==> config.mk <==
export PLATFORM = sky130hd
export DESIGN_NAME = demux1_n_stream
export DESIGN_NICKNAME = d
export VERILOG_FILES = /design/src/rtl/demux1_n_stream.sv
export SDC_FILE = /design/constraint.sdc
export NUM_CORES = 1
export LEC_CHECK = 0
export CAP_MARGIN = 30
export CORE_AREA = 2 2 67 69
export DETAILED_ROUTE_END_ITERATION = 12
export DIE_AREA = 0 0 69 71
export GPL_TIMING_DRIVEN = 0
export PLACE_DENSITY = 0.87
export SYNTH_ARGS = -nofsm -noshare
export SYNTH_HDL_FRONTEND = slang
export SYNTH_SLANG_ARGS = --single-unit
==> constraint.sdc <==
create_clock -name clk -period 2.4 [get_ports clk]
set_input_delay 0.36 -clock clk [delete_from_list [all_inputs] [get_ports clk]]
set_output_delay 0.36 -clock clk [all_outputs]
set_load 0.01 [all_outputs]
==> src/rtl/demux1_n_stream.sv <==
// Registered 1-to-N valid/ready stream demultiplexer with packet-locked select.
// Optional statistics counters are enabled with `define DEMUX1N_STATS_EN.
module demux1_n_stream #(
  parameter int unsigned WIDTH = 8,
  parameter int unsigned N_CH  = 4,
  parameter int unsigned SEL_W = $clog2(N_CH)
) (
  input  logic                  clk,
  input  logic                  rst,
  input  logic [WIDTH-1:0]      din,
  input  logic                  din_valid,
  input  logic                  din_last,
  output logic                  din_ready,
  input  logic [SEL_W-1:0]      A,
  output logic [N_CH*WIDTH-1:0] Y,
  output logic [N_CH-1:0]       y_valid,
  output logic [N_CH-1:0]       y_last,
  input  logic [N_CH-1:0]       y_ready,
  output logic                  err
`ifdef DEMUX1N_STATS_EN
  ,
  output logic [15:0]           drop_cnt,
  output logic [N_CH*16-1:0]    beat_cnt
`endif
);

  localparam int unsigned CNT_W = 16;
  localparam logic [SEL_W:0] NCH_W = (SEL_W+1)'(N_CH);

  typedef enum logic {IDLE, LOCKED} state_t;

  state_t           state;
  logic [SEL_W-1:0] lock_sel;
  logic [SEL_W-1:0] dest;
  logic             oor;
  logic             sel_busy;
  logic             accept;
  logic             load;

  // Destination decode; a held, undrained channel is the only thing that stalls the input
  always_comb begin
    dest     = (state == LOCKED) ? lock_sel : A;
    oor      = {1'b0, dest} >= NCH_W;
    sel_busy = 1'b0;
    for (int i = 0; i < N_CH; i++) begin
      if (dest == SEL_W'(i)) sel_busy = y_valid[i] & ~y_ready[i];
    end
    din_ready = oor | ~sel_busy;
    accept    = din_valid & din_ready;
    load      = accept & ~oor;
  end

  // One-deep channel registers; a load wins over a drain so back-to-back beats leave no bubble
  always_ff @(posedge clk or posedge rst) begin
    if (rst) begin
      Y       <= '0;
      y_valid <= '0;
      y_last  <= '0;
    end else begin
      for (int i = 0; i < N_CH; i++) begin
        if (load && dest == SEL_W'(i)) begin
          Y[i*WIDTH +: WIDTH] <= din;
          y_last[i]           <= din_last;
          y_valid[i]          <= 1'b1;
        end else if (y_ready[i]) begin
          y_valid[i] <= 1'b0;
        end
      end
    end
  end

  // Packet lock: select is captured on the first beat and held until the last
  always_ff @(posedge clk or posedge rst) begin
    if (rst) begin
      state    <= IDLE;
      lock_sel <= '0;
      err      <= 1'b0;
    end else begin
      err <= accept & oor;
      case (state)
        IDLE: begin
          if (accept && !din_last) begin
            state    <= LOCKED;
            lock_sel <= A;
          end
        end
        LOCKED: begin
          if (accept && din_last) state <= IDLE;
        end
        default: state <= IDLE;
      endcase
    end
  end

`ifdef DEMUX1N_STATS_EN
  // Drop counter saturates; per-channel beat counters wrap
  always_ff @(posedge clk or posedge rst) begin
    if (rst) begin
      drop_cnt <= '0;
      beat_cnt <= '0;
    end else begin
      if (accept && oor && drop_cnt != 16'hFFFF) drop_cnt <= drop_cnt + 16'd1;
      for (int i = 0; i < N_CH; i++) begin
        if (y_valid[i] && y_ready[i])
          beat_cnt[i*CNT_W +: CNT_W] <= beat_cnt[i*CNT_W +: CNT_W] + 16'd1;
      end
    end
  end
`endif

endmodule

Word level (Yosys, flattened, before mapping). Index checks and enable logic that the tools add are counted.

Output and inout bits: 42. Input port bits: 18. Logic and storage cells: 57. Register bits: 43.

Reduce and logical (&&, ||, !) cells: 13. Equal/unequal tests: 3. Bitwise gates (word level): 11. Mux-type cells: 16.

Operator list (number): $mux W1 (14); $reduce_bool A2 Y1 (4); $logic_and A1 B1 Y1 (6); $not A1 Y1 (6); $and A1 B1 Y1 (5); $eq A2 B2 Y1 const B (2); $eq A2 B1 Y1 const B (1); $logic_not A2 Y1 (1); $mux W2 (1); $pmux W1 S2 (1); $reduce_and A2 Y1 (1); $logic_not A1 Y1 (1).

Depth between registers and ports, before layout.
Depth in word-level cells: 11. Gate-level depth with buffers: 7. Depth with buffers taken out: 5.

Worst setup path after synthesis. No wires, ideal clock.

Path type: reg2reg. Start point: register with a tool-made name. End point: register Y[0]. Library setup time: 0.125 ns. Required time: 2.275 ns. Clock period less this slack: 1.956 ns. Data arrival time: 1.831 ns. Buffers on the path: 2. Setup slack: 0.444 ns. Stages on the path, launching flop included: 8. Cells stage by stage: dfrtp_1 buf_6 nand3b_1 a21boi_0 a221o_1 and3_1 buf_6 mux2_4.

RTL lines: to (signal, indexed assignment) (RTL line 62) `Y[i*WIDTH +: WIDTH] <= din;`; to (decl) (RTL line 15) `output logic [N_CH*WIDTH-1:0] Y,`.

==> metrics.txt <==
status finished, final reports clean; Max VDD drop 0.000661 V; clk sinks 43; Final setup viols 0; CTS clk-pin slew, worst paths 0.08 ns; Critical Path Sink Type output pin; largest net degree at the start of global routing 44; #FFs+latches synth 43; Final Max Tran Viols 0; n_diodes 0; PwrDens 1370 nW/µm²; core area 4200 µm²; final net count 209; Clock Skew 0.00270 ns; unrepaired setup endpoints after global routing false; Leak Pwr 1.14 nW; critical path arrival 1.93 ns; DRT Wirelength 3950 µm; R2R depth 6; TritonCTS clock tree yes; max-cap violations 0; Unique masters post-synth 29; Die Y 71 µm; drt initial violations 115; Max Freq 436 MHz; Vias 1215; port bufs 57; worst hold slack 0.444 ns; # IOs 60; share of the synthesized area in the top cell type 59.1%; Final WS setup 0.105 ns; Initial Utilization 43.3%; ranking of synthesized cells by area dfrtp_1 59%, mux2_2 18%, mux2_4 7.4%; crit share post-route 95.6%; vias in the first global route 1293; initial antenna violation count 0; critical path launch point type flip-flop; crit path time final 2.29 ns; Hold Path Class primary input to flip-flop; sequential share of the synthesized area 59.1%; drt via density 5.00; Crit Path Max Fanout 10; Die W 69 µm; WP data required 2.04 ns; Avg WL per Cell 16.2 µm; syn_nets 144; clk buf depth 2; layout cells sized above 1 28.3%; Synth warnings 0; Syn Inst Count 126; total gr overflow 0; relative slew slack 40.8%; Least-Margin Pin Slew 0.886 ns; Area growth syn-to-layout 40.6%; H-tree depth 2; total track usage 17.4%; Hold Vio Cnt, Final 0; Yosys top cell by area dfrtp_1; post-synthesis average cell area 14.4 µm²; Detailed Place HPWL 2810 µm; Clk Latency, worst-skew pair 0.29 ns; Synth Cell Area 1820 µm²; Clock Tree Root clkbuf_8; Final TNS setup 0 ns; Die Area 4900 µm²; Crit Path Class flip-flop to output pin; Placer Congestion 0.762; first-pass GRT wire length 6490 µm; CTS Buf Count 5; Routed Antenna Nets 0; hold path depth 3; row cnt 24; pre-CTS WS -0.263 ns; DRC Markers 0; TritonRoute pass-1 iters 4
-- worst paths after layout --
path	startpoint	end	slack, ns
max	flip-flop	din_ready	0.11
min	din_valid	y_valid[3]$_DFFE_PP0P_	0.44
max reg2reg	flip-flop	Y[19]$_DFFE_PP0P_	0.36
min reg2reg	Y[17]$_DFFE_PP0P_	Y[17]$_DFFE_PP0P_	0.51
max in group asynchronous	rst	Y[1]$_DFFE_PP0P_	1.27
min in group asynchronous	rst	Y[22]$_DFFE_PP0P_	0.56
-- report_power, final --
part / total [mW] / switching (mW) / leakage (nW) / internal (mW)
Combinational: 1.74 / 0.641 / 0.574 / 1.10
Sequential: 1.30 / 0.206 / 0.516 / 1.09
Clock: 0.464 / 0.238 / 0.0470 / 0.226
Total: 3.50 / 1.09 / 1.14 / 2.41
-- synthesized netlist by cell type --
cell type   n
a21boi_0    1
a21o_1      1
a21oi_1     1
a221o_1     1
and3_1      1
buf_2       1
buf_4       1
buf_6       2
clkbuf_1    1
conb_1      1
dfrtp_1    43
inv_1       3
mux2_2     29
mux2_4      9
mux2i_1     3
nand2_1     7
nand2b_1    4
nand3_1     2
nand3_2     1
nand3b_1    1
nor2_1      2
nor2_2      1
nor2b_1     3
nor3_1      1
nor3b_1     1
o21a_1      2
o2bb2ai_1   1
o31ai_1     1
or3_1       1
-- metrics by stage --
step           cells  util [%]  cell area, µm²  power (mW)
3_3_place_gp     235      58.4            2450        2.99
5_1_grt          243      60.9            2560        3.70
3_5_place_dp     235      58.4            2450        3.05
4_1_cts          243      60.7            2550        3.54
2_1_floorplan    126         -            1820        2.14
6_report         243      60.9            2560        3.50
-- metal layers --
| layer | share of wire [%] | wire length (µm) | vias up | track usage (%) |
|---|---|---|---|---|
| li1 | - | - | 565 | - |
| met1 | 42 | 1640 | 608 | 20.6 |
| met2 | 52 | 2050 | 35 | 29.1 |
| met3 | 4.5 | 178 | 7 | 4.56 |
| met4 | 2.1 | 83 | 0 | 9.59 |
| met5 | 0 | 0 | - | 0 |
-- worst max-delay path, cell delays in order, from the launching register on --
cell and delay, ns:
dfrtp_1 0.34, buf_6 0.13, mux2i_1 0.23, mux2i_1 0.21, a221o_1 0.19, clkdlybuf4s50_1 0.54
-- cell type report --
class,count,area [µm²]
repair buffers,58,583
flip-flops and latches,43,1080
multi-input cells,75,697
fillers,356,1650
clock inverters,1,5.00
clock buffers,6,82.6
inverters,3,11.3
plain buffers,5,38.8
well taps,52,65.1
-- state kept, by name, summed over array words and instances (netlist names), named ones only --
| name | cells |
|---|---|
| Y | 32 |
| y_last | 4 |
| y_valid | 4 |
| lock_sel | 2 |
-- cell families after synthesis --
family,Yosys count,synth area share [%]
other cells,1,0.206
buf+inv,8,2.75
flops,43,59.1
simple gates,25,7.50
mux,41,27.0
compound gates,8,3.37
-- cell usage in the layout (no fill, tap or decap), types with 2 or more instances in the layout --
cell type	instances
mux2_4	9
inv_1	2
nor2_1	2
clkdlybuf4s50_1	55
dfrtp_1	43
o21a_1	2
mux2i_1	3
clkbuf_8	6
nand3_1	2
buf_4	2
buf_6	2
mux2_2	29
dlymetal6s2s_1	2
nand2b_1	4
nor2b_1	3
nand2_1	7
-- what timing repair did --
action,CTS,global route
hold buffers,0,0
setup buffers,1,0
resized for setup,2,2
pin swaps,0,1
hold endpoints to repair,0,0
endpoints found under the setup margin,1,1
(Power assumes the default switching activity.)
